### src/rtl/decoder_2_to_4_sync.sv
// Registered, flow-controlled binary-to-one-hot decoder with a 2-entry output queue.
// Optional per-output hit counters are built only when DECODER_HIT_CNT_EN is defined.
module decoder_2_to_4_sync #(
   parameter int N = 2
`ifdef DECODER_HIT_CNT_EN
   ,
   parameter int CNT_W = 8
`endif
) (
   input  logic                clk,
   input  logic                rst,
   input  logic                in_valid,
   output logic                in_ready,
   input  logic [N-1:0]        A,
   input  logic                en,
   output logic                out_valid,
   input  logic                out_ready,
   output logic [(2**N)-1:0]   out
`ifdef DECODER_HIT_CNT_EN
   ,
   output logic [CNT_W*(2**N)-1:0] hit_cnt
`endif
);

   localparam int OUT_W = 2**N;
   localparam logic [1:0] ST_EMPTY = 2'd0;
   localparam logic [1:0] ST_ONE   = 2'd1;
   localparam logic [1:0] ST_TWO   = 2'd2;
   localparam logic [OUT_W-1:0] LSB_ONE = {{(OUT_W-1){1'b0}}, 1'b1};

   function automatic logic [OUT_W-1:0] decode(input logic [N-1:0] code, input logic enable);
      logic [OUT_W-1:0] word;
      if (enable) begin
         word = LSB_ONE << code;
      end else begin
         word = {OUT_W{1'b0}};
      end
      return word;
   endfunction

   logic [1:0]       state_r;
   logic [1:0]       state_s;
   logic [OUT_W-1:0] head_r;
   logic [OUT_W-1:0] head_s;
   logic [OUT_W-1:0] tail_r;
   logic [OUT_W-1:0] tail_s;
   logic             in_ready_r;
   logic             out_valid_r;
   logic             push_s;
   logic             pop_s;
   logic [OUT_W-1:0] word_s;

   assign push_s    = in_valid & in_ready_r;
   assign pop_s     = out_valid_r & out_ready;
   assign in_ready  = in_ready_r;
   assign out_valid = out_valid_r;
   assign out       = head_r;

   // Queue next-state: head is the visible word, tail is the skid slot
   always_comb begin
      state_s = state_r;
      head_s  = head_r;
      tail_s  = tail_r;
      word_s  = decode(A, en);
      case (state_r)
         ST_EMPTY: begin
            if (push_s) begin
               state_s = ST_ONE;
               head_s  = word_s;
            end else begin
               state_s = ST_EMPTY;
            end
         end
         ST_ONE: begin
            if (push_s && pop_s) begin
               head_s = word_s;
            end else if (push_s) begin
               state_s = ST_TWO;
               tail_s  = word_s;
            end else if (pop_s) begin
               state_s = ST_EMPTY;
            end else begin
               state_s = ST_ONE;
            end
         end
         ST_TWO: begin
            if (pop_s) begin
               state_s = ST_ONE;
               head_s  = tail_r;
            end else begin
               state_s = ST_TWO;
            end
         end
         default: begin
            state_s = ST_EMPTY;
         end
      endcase
   end

   // Queue registers; handshake flags are registered from the next state
   always_ff @(posedge clk) begin
      if (rst) begin
         state_r     <= ST_EMPTY;
         head_r      <= {OUT_W{1'b0}};
         tail_r      <= {OUT_W{1'b0}};
         in_ready_r  <= 1'b1;
         out_valid_r <= 1'b0;
      end else begin
         state_r     <= state_s;
         head_r      <= head_s;
         tail_r      <= tail_s;
         in_ready_r  <= (state_s != ST_TWO);
         out_valid_r <= (state_s != ST_EMPTY);
      end
   end

`ifdef DECODER_HIT_CNT_EN
   logic [CNT_W-1:0] cnt_r [OUT_W];

   // Saturating per-output counters, stepped when a word leaves the queue
   always_ff @(posedge clk) begin
      if (rst) begin
         for (int k = 0; k < OUT_W; k++) begin
            cnt_r[k] <= {CNT_W{1'b0}};
         end
      end else begin
         for (int k = 0; k < OUT_W; k++) begin
            if (pop_s && head_r[k] && (cnt_r[k] != {CNT_W{1'b1}})) begin
               cnt_r[k] <= cnt_r[k] + {{(CNT_W-1){1'b0}}, 1'b1};
            end else begin
               cnt_r[k] <= cnt_r[k];
            end
         end
      end
   end

   for (genvar g = 0; g < OUT_W; g++) begin : g_hit
      assign hit_cnt[g*CNT_W +: CNT_W] = cnt_r[g];
   end
`endif

endmodule
### config.mk
export PLATFORM = sky130hd
export DESIGN_NAME = decoder_2_to_4_sync
export DESIGN_NICKNAME = d
export VERILOG_FILES = /design/src/rtl/decoder_2_to_4_sync.sv
export SDC_FILE = /design/constraint.sdc
export NUM_CORES = 1
export LEC_CHECK = 0
export CAP_MARGIN = 30
export CORE_MARGIN = 3
export CORE_UTILIZATION = 42
export CTS_CLUSTER_DIAMETER = 50
export DETAILED_ROUTE_END_ITERATION = 10
export PLACE_DENSITY = 0.68
export SLEW_MARGIN = 20
export SYNTH_ARGS = -nofsm -noshare
export SYNTH_HDL_FRONTEND = slang
export SYNTH_SLANG_ARGS = --single-unit
export TNS_END_PERCENT = 30
### constraint.sdc
create_clock -name clk -period 1.4 [get_ports clk]
set_input_delay 0.28 -clock clk [delete_from_list [all_inputs] [get_ports clk]]
set_output_delay 0.28 -clock clk [all_outputs]
set_load 0.05 [all_outputs]
-- Word-level counts from Yosys, hierarchy flattened
Index checks and enable logic that the tools add are counted.
- bits in registers: 12
- bits in latches: 0
- memory bits (writable): 0
- ROM bits: 0
- input port bits: 7
- logic and storage cells: 32
- memories kept: 0
- add/sub/neg operators: 0
- multipliers: 0
- div/mod/pow operators: 0
- order comparisons: 0
- equality and inequality tests: 6
- shift-type cells: 1
- multiplexer cells: 11
- bitwise operators: 3
- reductions and logical operators: 6
- operator list (kind ; number):
    two-way mux 4 bit ; 4
    one-hot mux 4 bit (3 select lines) ; 1
    inequality test 2 bit, second input constant ; 4
    two-way mux 2 bit ; 3
    one-hot mux 2 bit (3 select lines) ; 1
    AND reduction 4 bit ; 1
    << shifter 1 x 2 -> 4 bit, first input constant ; 1
    AND reduction 3 bit ; 1
    nonzero test 3 bit ; 1
    AND 1 bit ; 2
    equality test 2 x 1 -> 1 bit, second input constant ; 1
    equality test 2 bit, second input constant ; 1
    logical NOT 2 bit ; 1
    two-way mux 1 bit ; 2
    nonzero test 2 bit ; 1
    logical AND 1 bit ; 1
    inverter 1 bit ; 1

-- Depth between registers and ports, before layout
Gate-level depths: netlist of run 1.
- word-level depth: 6
- gate-level depth with buffers: 5
- gate-level depth less buffers: 4

-- Worst setup path before layout of run 1
OpenSTA, ideal clock, no wires.
- kind: register -> register
- from: register in_ready_r, in the netlist in_ready
- to: register in_ready_r, in the netlist in_ready
- arrival time: 1610 ps
- setup slack: -330 ps
- stages on the path, launching flop included: 6
- path buffers: 1
- period minus slack after synthesis: 1730 ps
- cells stage by stage: dfxtp_1 > nand2_2 > or3b_1 > buf_6 > a221oi_2 > inv_1
- cells in the longest elaborated chain, start to end: 5
- elaborated cells between the ends (all ways): 7
- those cells by class: 1 x eq/ne; 4 x mux; 1 x bitwise; 1 x reduce/logical
- ends and longest elaborated chain (what ; RTL line ; text):
    start, declared ; 47 ; logic in_ready_r;
    start signal, assigned ; 112 ; in_ready_r <= (state_s != ST_TWO);
    AND 1 bit (*) ; 53 ; assign push_s = in_valid & in_ready_r;
    two-way mux 2 bit / logical AND 1 bit (equally long branches) ; 77, 75 ;
    two-way mux 2 bit ; 75 ; if (push_s && pop_s) begin
    one-hot mux 2 bit (3 select lines) (*) ; 65 ; case (state_r)
    inequality test 2 bit (*) ; 112 ;
Every way passes the cells marked *; elsewhere a longest branch is shown, timed or not.
A chain may end at the register's enable or synchronous reset.

-- Worst setup path in the final report of run 1
- from: register state_r[0]
- to: register tail_r[3]
- cells in the longest elaborated chain, start to end: 2
- ends and longest elaborated chain (what ; RTL line ; text):
    start, declared ; 41 ; logic [1:0] state_r;
    start signal, assigned ; 109 ; state_r <= state_s;
    equality test 2 x 1 -> 1 bit ; 65 ;
    AND reduction 3 bit (no source line) ; - ;
    end signal, assigned ; 105 ; tail_r <= {OUT_W{1'b0}};
    end signal, assigned ; 111 ; tail_r <= tail_s;
    end, declared ; 45 ; logic [OUT_W-1:0] tail_r;
Every way passes these cells.

==> run metrics, run 1 <==
status=complete, no violations; I/O Buffers=12; drt wl/cell=13.26 µm; Tightest Pin Transition=259.8 ps; slowest cell on the critical path=or3b_4; clock root cell=clkbuf_4; TritonCTS buffer count=3; number of fill cells=78; top-area cell type share of the netlist area=42.01%; CP Launch Type=flip-flop; f_max=0.7287 GHz; Synth area leaders=dfxtp_1 (42%), mux2i_1 (14%), nor2_1 (5.9%); Synth Instances=58; total power=1.135 mW; headroom to the max-slew limit=82.64%; fin. max-slew vios=0; maximum root-to-sink buffer count=2; CP endpoint kind=flip-flop; LEAKAGE=0.4329 nW; share of synthesized registers carrying an async set or reset=0%; Switching Fraction=31.66%; ANT nets after route=0; HP Class=reg -> reg; Total GRT Usage=15.81%; register area share after synthesis=42.01%; # nets final=92; TNS Setup=0 ps; Placer Congestion=0.7035; Iteration-0 DRC Markers=6; post-synthesis cell type count=24; Final Hold Viols=0; number of flops mapped to enable cells by yosys=0; CP max FO=4; PD cells=1206 nW/µm²; DIE HEIGHT=42.90 µm; Peak VDD IR=0.7693 mV; H-tree depth=1; Placed Area=843.3 µm²; critical path cell sequence=a21boi_4 > or3b_4 > buf_6 > mux2i_1 > nor2_1; first-pass GRT wire length=2049 µm; antenna violations before repair=0; P_int=0.7757 mW; register bit total from synthesis=12; flop2flop setup slack=30 ps; DRC=0; combinational share of power=39.9%; CTS Hold Bufs=0; clk slew on worst S/H paths=70 ps; total core area=1186 µm²; later-pin clock latency in the skew report=280 ps; largest net degree at the start of global routing=10; Critical Path RT=1570 ps; ratio of cells with drive above 1 in the final layout=45.24%; Vias/cell=5.327; maxcap violations=0; post-synth top area cell=dfxtp_1; CP Data Arrival Time=1540 ps; Vias=522; CTS tree=yes; CTS sink count=12; DRT Pass-1 Iters=2; DPL Wire Length=998.3 µm; chip width=42.90 µm; Overflow after GRT=0; fin crit share=98.02%; warnings from Yosys=0; clock share of power=23.7%; Synth Flop Type=dfxtp_1; min Tclk post-route=1372 ps; CP Class=reg -> reg; RSZ-0062 raised after global routing=true; Antenna Cells=0; WL final=1299 µm; clk_skew=6.649 ps; sequential power share=36.5%; Cell Rows=12; DIE AREA=1840 µm²; P_sw=0.3593 mW; synthesized cell area=571.8 µm²; Starting Density=48.21%; post-synth net total=65; CP max stage delay=410 ps; design area=940.9 µm²; vias in the first global route=475; Synth Area per Inst=9.859 µm²; Ports=13; final setup vio count=0; Area Growth Syn to Fin=64.55%
-- layout make-up --
cell class                 count  area [µm²]  share of cell area [%]
clock buffer                   4       36.28                   3.856
inverter                       1       3.754                  0.3989
multi-input combinational     41       342.8                   36.44
sequential                    12       250.2                   26.60
tap                           14       17.52                   1.862
timing repair buffer          26       290.3                   30.85
-- power by group through the flow --
stage                     registers, mW  clock network, mW  logic (mW)
after floorplan                   0.495                  0       0.131
final                             0.414              0.269       0.452
after detailed placement          0.422                  0       0.409
after global placement            0.420                  0       0.401
after global routing              0.418              0.291       0.478
after CTS                         0.414              0.271       0.415
-- synth_stat cells (3+ instances only) --
library cell,number
nand2_1,4
dfxtp_1,12
nor2_1,9
a211oi_1,4
clkbuf_1,3
mux2i_1,8
-- final timing paths --
path | startpoint | endpoint | cells after the start
setup / recovery | state_r[0]$_SDFF_PP0_ | tail_r[3]$_SDFFE_PP0P_ | 5
hold / removal | tail_r[1]$_SDFFE_PP0P_ | tail_r[1]$_SDFFE_PP0P_ | 2
hold reg to reg | tail_r[1]$_SDFFE_PP0P_ | tail_r[1]$_SDFFE_PP0P_ | 2
setup reg to reg | state_r[0]$_SDFF_PP0_ | tail_r[3]$_SDFFE_PP0P_ | 5
-- timing repair --
action | 4_1_cts | 5_1_grt
pin swaps | 1 | 4
endpoints found under the setup margin | 10 | 9
resized for setup | 4 | 7
buffers inserted | 0 | 3
-- cells by family after synthesis --
logic type      count (synthesis)  synth area share, %
simple gates                   22                22.10
flops                          12                42.01
compound gates                 10                15.75
mux                             8                14.00
buf+inv                         5                4.594
xor+xnor                        1                1.532
-- layout by cell type, fill, tap and decap left out --
| cell type | count |
|---|---|
| buf_12 | 6 |
| clkbuf_8 | 1 |
| nand2b_2 | 1 |
| o21ai_0 | 1 |
| buf_6 | 2 |
| or3b_4 | 1 |
| xor2_1 | 1 |
| a21boi_4 | 1 |
| a211oi_1 | 2 |
| nor2_1 | 9 |
| dfxtp_1 | 8 |
| nor3b_1 | 1 |
| clkdlybuf4s50_1 | 4 |
| and3b_1 | 1 |
| dfxtp_4 | 2 |
| clkbuf_4 | 3 |
| nand2_2 | 1 |
| nand4bb_2 | 1 |
| dfxtp_2 | 2 |
| a21oi_1 | 1 |
| buf_4 | 12 |
| o311ai_4 | 1 |
| inv_1 | 1 |
| a21o_1 | 1 |
| a221oi_2 | 1 |
| nand2_1 | 3 |
| mux2i_1 | 8 |
| nor2b_1 | 1 |
| nand4b_1 | 1 |
| a211oi_2 | 2 |
| dlygate4sd2_1 | 2 |
| and3_1 | 1 |
| nand2_4 | 1 |
-- worst max-delay path, delay by kind of cell, from the launching register on --
| kind | cells | cell delay (ps) |
|---|---|---|
| flip-flops | 1 | 330 |
| multiplexers | 1 | 150 |
| buffers and inverters | 1 | 140 |
| AO/OA/AOI/OAI | 1 | 170 |
| AND/OR/NAND/NOR | 2 | 470 |
-- flip-flops by register name, summed over array words and instances, names as in the netlist --
name	flops
state_r	2
tail_r	4
in_ready	1
out	4
out_valid	1
-- layer usage --
layer | GRT usage (%) | routed length, µm | share of wire [%]
met5 | 0 | 0 | 0
met2 | 26.05 | 673 | 52
met1 | 15.90 | 532 | 41
met4 | 11.18 | 36 | 2.8
met3 | 6.356 | 57 | 4.4
-- per-stage QoR --
step	hold slack [ps]	setup slack [ps]	util (%)	instances
detailed placement	499.2	-429.5	71.10	91
finish	507.3	27.67	79.32	98
global placement	481.7	-399.7	71.10	91
floorplan	352.0	-26.37	-	58
CTS	515.9	4.198	74.58	95
global route	545.8	-61.28	79.32	98
No activity file was read; power rests on OpenSTA's default activity.
==> inputs of run 2 (changes only) <==
REMOVE_ABC_BUFFERS = 1   (was not set)
==> run metrics, run 2 (synthesis results as in run 1) <==
status=complete, no violations; Finished Layout Cells=101 (+3.1%); Vias=526 (+0.77%); Placed Area=859.6 µm² (+1.9%); flop2flop setup slack=20 ps (about the same); CTS sink count=12 (unchanged); most common cell after layout, fill and taps aside=buf_4; clk slew on worst S/H paths=80 ps (about the same); DRT Pass-1 Iters=4 (+2); vias in the first global route=524 (+10%); maxcap violations=0 (unchanged); Multi-input gate area=336.6 µm² (-1.8%); reg2reg end=tail_r[2]$_SDFFE_PP0P_; most frequent cells in the layout=buf_4 (16), nor2_1 (9), dfxtp_1 (9); CP Data Arrival Time=1550 ps (about the same); headroom to the max-slew limit=80.35% (-2.3 points); Hold Startpoint=tail_r[3]$_SDFFE_PP0P_; min Tclk post-route=1384 ps (+12.00 ps); Hold Path Cell Cnt=2 (unchanged); DRC=0 (unchanged); drt wl/cell=13.25 µm (about the same); LEAKAGE=0.4447 nW (+2.7%); Starting Density=48.21% (unchanged); Iteration-0 DRC Markers=9 (+3); CTS tree=yes; Ports=13 (unchanged); CP Class=reg -> reg; Total GRT Usage=16.91% (+1.1 points); WL final=1338 µm (+3.0%); fin crit share=98.88% (+0.86 points); clk_skew=4.326 ps (-2.323 ps); H-tree depth=1 (unchanged); f_max=0.7224 GHz (-0.87%); Overflow after GRT=0 (unchanged); CP Launch Type=flip-flop; Inst Count DP=95 (+4.4%); number of fill cells=84 (+7.7%); final setup vio count=0 (unchanged); PD cells=1211 nW/µm² (+0.39%); TritonCTS buffer count=3 (unchanged); Area Growth Syn to Fin=65.65%; largest net degree at the start of global routing=8 (-2); r2r startpoint=state_r[0]$_SDFF_PP0_; DIE AREA=1840 µm² (unchanged); RSZ-0062 raised after global routing=true; register area=244.0 µm² (-2.5%); Tightest Pin Transition=286.5 ps (+26.72 ps); # nets final=95 (+3.3%); CP endpoint kind=flip-flop; Cell Rows=12 (unchanged); total core area=1186 µm² (unchanged); chip width=42.90 µm (unchanged); Final Hold Viols=0 (unchanged); Placer Congestion=0.7594 (+7.9%); ratio of cells with drive above 1 in the final layout=44.83% (-0.41 points); HP Class=reg -> reg; final core utilization=79.85% (+0.53 points); Vias/cell=5.208 (-2.2%); Antenna Cells=0 (unchanged); fin. max-slew vios=0 (unchanged); ANT nets after route=0 (unchanged); DIE HEIGHT=42.90 µm (unchanged); R2R cell count=5 (unchanged); Critical Path RT=1560 ps (about the same); design area=947.2 µm² (+0.66%); CTS Hold Bufs=0 (unchanged); Hold EP=tail_r[3]$_SDFFE_PP0P_; maximum root-to-sink buffer count=2 (unchanged); clock root cell=clkbuf_4; total power=1.147 mW (+1.1%); antenna violations before repair=0 (unchanged); later-pin clock latency in the skew report=270 ps (about the same); first-pass GRT wire length=2352 µm (+15%); Peak VDD IR=0.8715 mV (+13%); DPL Wire Length=1018 µm (+2.0%); CP max FO=4 (unchanged); I/O Buffers=12 (unchanged)
## run 2: changes by cell type in the layout (fill, tap and decap cells not counted), sizes merged
cell	change
buf	+3
## run 2: where the power goes
| group | internal (mW) | leakage, nW | switching [mW] |
|---|---|---|---|
| Sequential | 0.379 | 0.0992 | 0.0345 |
| Combinational | 0.246 | 0.324 | 0.217 |
| Clock | 0.158 | 0.0210 | 0.113 |
| Total | 0.783 | 0.445 | 0.364 |
## run 2: how the worst max path moves through the flow
| stage | start | end | slack (ps) | cells past startpoint |
|---|---|---|---|---|
| floorplan | in_ready$_SDFF_PP1_ | in_ready$_SDFF_PP1_ | -340 | 4 |
| global placement | out_ready | tail_r[3]$_SDFFE_PP0P_ | -390 | 6 |
| detailed placement | out_ready | tail_r[1]$_SDFFE_PP0P_ | -430 | 6 |
| CTS | state_r[0]$_SDFF_PP0_ | tail_r[1]$_SDFFE_PP0P_ | 20 | 5 |
| global route | state_r[0]$_SDFF_PP0_ | tail_r[1]$_SDFFE_PP0P_ | -60 | 5 |
| finish | state_r[0]$_SDFF_PP0_ | tail_r[2]$_SDFFE_PP0P_ | 20 | 5 |
## run 2: worst max-delay path, cell delays in order (launching register included)
cell	delay [ps]
dfxtp_2	340
a21boi_4	170
or3b_4	420
buf_6	150
mux2i_1	150
nor2_1	50
## run 2: area by class of cell
class,instances,share of cell area [%]
Tap cell,14,1.849
Timing Repair Buffer,29,32.63
Clock buffer,4,3.831
Inverter,1,0.3963
Sequential cell,12,25.76
Multi-Input combinational cell,41,35.54
## run 2: metrics by stage
| step | hold slack, ps | TNS (ps) | setup WS [ps] |
|---|---|---|---|
| final | 497.7 | 0 | 15.66 |
| after global routing | 541.9 | -256.3 | -58.83 |
| after CTS | 502.8 | 0 | 15.61 |
| after detailed placement | 485.0 | -3813 | -426.2 |
| after global placement | 479.8 | -3405 | -392.4 |
| after floorplan | 349.1 | -2600 | -338.7 |
## run 2: what timing repair did
item,CTS,global route
pin swaps,2,4
gates cloned,0,0
setup buffers,2,0
setup endpoints to repair,10,10
gates resized for setup,3,8
## run 2: routing by layer
layer  vias up  wire (µm)  track usage [%]  part of all wire [%]
met4         0         35            7.453                   2.6
met3         4         55            2.966                   4.1
met1       242        626            22.19                    47
met5         -          0                0                     0
li1        265          -                -                     -
met2        15        620            26.65                    46
==> RTL change (config.mk and constraints of run 2) <==
Build with the macro `DECODER_HIT_CNT_EN` defined.
--- a/src/rtl/decoder_2_to_4_sync.sv
+++ b/src/rtl/decoder_2_to_4_sync.sv
@@ -1,5 +1,7 @@
 // Registered, flow-controlled binary-to-one-hot decoder with a 2-entry output queue.
 // Optional per-output hit counters are built only when DECODER_HIT_CNT_EN is defined.
+`define DECODER_HIT_CNT_EN
+
 module decoder_2_to_4_sync #(
    parameter int N = 2
 `ifdef DECODER_HIT_CNT_EN
Formal check against the unedited RTL (old outputs only; new: hit_cnt): equivalent (equiv_simple and equiv_induct, registers matched by name and starting in step).
==> RTL change against run 2 <==
  * Combinational power rose to 3.0 times the old value
  * Synthesized area rose to 3.9 times the old value
  * Power rose to 3.3 times the old value
  * Sequential cell count up 32
  * Largest power group is now registers
  * Fmax down 5.0%
  * Worst setup slack worse by 73 ps
  * Design area rose to 4.1 times the old value
  * Routed wire length rose to 4.5 times the old value
  * Count of clock-buffer cells in the layout up 3
  * The run now ends with negative setup slack left
  * Critical path type is now register to output pin
==> RTL change: results (changes against run 2) <==
Status
  – Status: finished, violations left
  – Violated checks: negative setup slack

Layout
  – Clkbuf count: 7 (+3)
  – Top reg by flops: cnt_r
  – Fraction of area in registers: 0.308 (+0.0502)
  – Fraction of area in multi-input gates: 0.290 (-0.0652)
  – Clock-cell share of area: 0.0205 (-0.0178)
  – Multi-input gates: 155 (+280%)
  – Fillers: 311 (+270%)
  – Nets: 330 (+250%)
  – Buffer share of cell area: 0.359 (+0.0328)
  – Antenna Cells: 0 (unchanged)
  – Share of cells above drive strength 1: 0.444 (-0.00453)
  – Repair and plain buffers: 112 (+290%)

CTS
  – Root buffer cell: clkbuf_8
  – TritonCTS buffer count: 5 (+2)
  – Clk Latency, worst-skew pair: 300 ps (+30 ps)
  – Clock buffer depth: 2 (unchanged)
  – H-tree depth: 2 (+1)
  – Clock transition at path regs: 70 ps

Yosys
  – Distinct cell type count after synthesis: 45 (+88%)
  – Post-synthesis compound-gate area fraction: 0.154 (-0.00336)
  – Synth Area in Adders: 0.0223 (+0.0223)
  – Sequential-to-total area share from yosys stat: 0.536 (+0.116)
  – Synth Register Bits: 44 (+32)
  – Top post-synthesis cells by area: edfxtp_1 43%, dfxtp_1 11%, a21oi_1 3.8%
  – Commonest cells post-synth: 32 x edfxtp_1, 17 x a21oi_1, 17 x nand3_1, 16 x nor2_1
  – Mux contribution to synthesized area: 0.0223 (-0.118)
  – XOR/XNOR Fraction of Synth Area: 0.0469 (+0.0316)
  – EDFF count, synth: 32 (+32)

Power and ir drop
  – Net Sw Power: 1210 uW (+230%)
  – Pleak: 0.00153 uW (+240%)
  – Peak supply drop: 0.682 mV (-22%)

Timing
  – Final setup TNS: -284 ps (-284 ps)
  – Slew margin rel.: 0.757 (-0.0469)
  – Post-Route Skew: 2.51 ps (-1.81 ps)
  – Final WS setup: -57.1 ps (-72.7 ps)
  – Finish-stage setup viols: 11 (+11)

Worst setup path
  – Peak fanout along the critical path: 4 (unchanged)
  – Reg2Reg Depth: 5 (unchanged)
  – Worst EP arrival: 1180 ps (-370 ps)

Placed design
  – Quantity of I/O buffers inserted on ports: 44 (+32)
  – RD Place Congestion: 0.850 (+12%)
  – Worst slack, placed: -428 ps (-2.19 ps)
  – Hpwl dp: 4340 um (+330%)

GRT
  – Tot GR Track Use: 0.188 (+0.0190)
  – Largest net degree at the start of global routing: 16 (+8)
  – Vias in the first global route: 2021 (+290%)
  – First-pass GRT wire length: 9230 um (+290%)

Route
  – WL/cell: 15.5 um (+17%)
  – First-pass detailed-route iteration total: 4 (unchanged)
  – Routed vias: 2113 (+300%)
  – 1st-iter DRT viols: 171 (+162)
## RTL change: cell types whose count changed after synthesis, moves of 9 or more
| cell | delta |
|---|---|
| a21oi_1 | +16 |
| edfxtp_1 | +32 |
| nand2_1 | +9 |
| nand3_1 | +17 |
| o21ai_0 | +12 |
| or3_1 | +9 |
## RTL change: what timing repair did
action	4_1_cts	5_1_grt
setup buffers	2	4
pin swaps	2	12
hold endpoints to repair	0	0
resized for setup	11	35
endpoints found under the setup margin	27	52
## RTL change: metrics by stage
step	instances	hold WS [ps]	total power, uW	area (um^2)
2_1_floorplan	200	349	2180	2180
3_3_place_gp	373	465	2880	3580
3_5_place_dp	373	477	2900	3580
4_1_cts	383	489	3670	3710
5_1_grt	387	503	3920	3900
6_report	387	488	3750	3900
## RTL change: path summary, 6_finish.rpt
kind | startpoint | end | slack (ps)
worst max register to register | cnt_r[0][0] | cnt_r[0][4] | -30
worst max-delay path | cnt_r[0][0] | hit_cnt[0] | -60
worst min register to register | tail_r[3] | tail_r[3] | 490
worst min-delay path | tail_r[3] | tail_r[3] | 490
## RTL change: routing by layer
metal / up-vias / GRT usage / share of wire
met5: - / 0 / 0
met4: 0 / 0.0722 / 0.018
met3: 10 / 0.0431 / 0.042
met2: 63 / 0.321 / 0.52
met1: 1029 / 0.231 / 0.42
li1: 1011 / - / -
## RTL change: power by group through the flow
| stage | Clock (uW) | Sequential [uW] | Combinational [uW] |
|---|---|---|---|
| finish | 767 | 1610 | 1370 |
| global route | 846 | 1630 | 1440 |
| CTS | 767 | 1600 | 1300 |
| detailed placement | 0 | 1620 | 1280 |
| global placement | 0 | 1620 | 1260 |
| floorplan | 0 | 1940 | 232 |
## RTL change: critical path, stage by stage (launching register included)
cell      delay, ps
edfxtp_1        460
buf_6           170
buf_6           110
buf_12          130
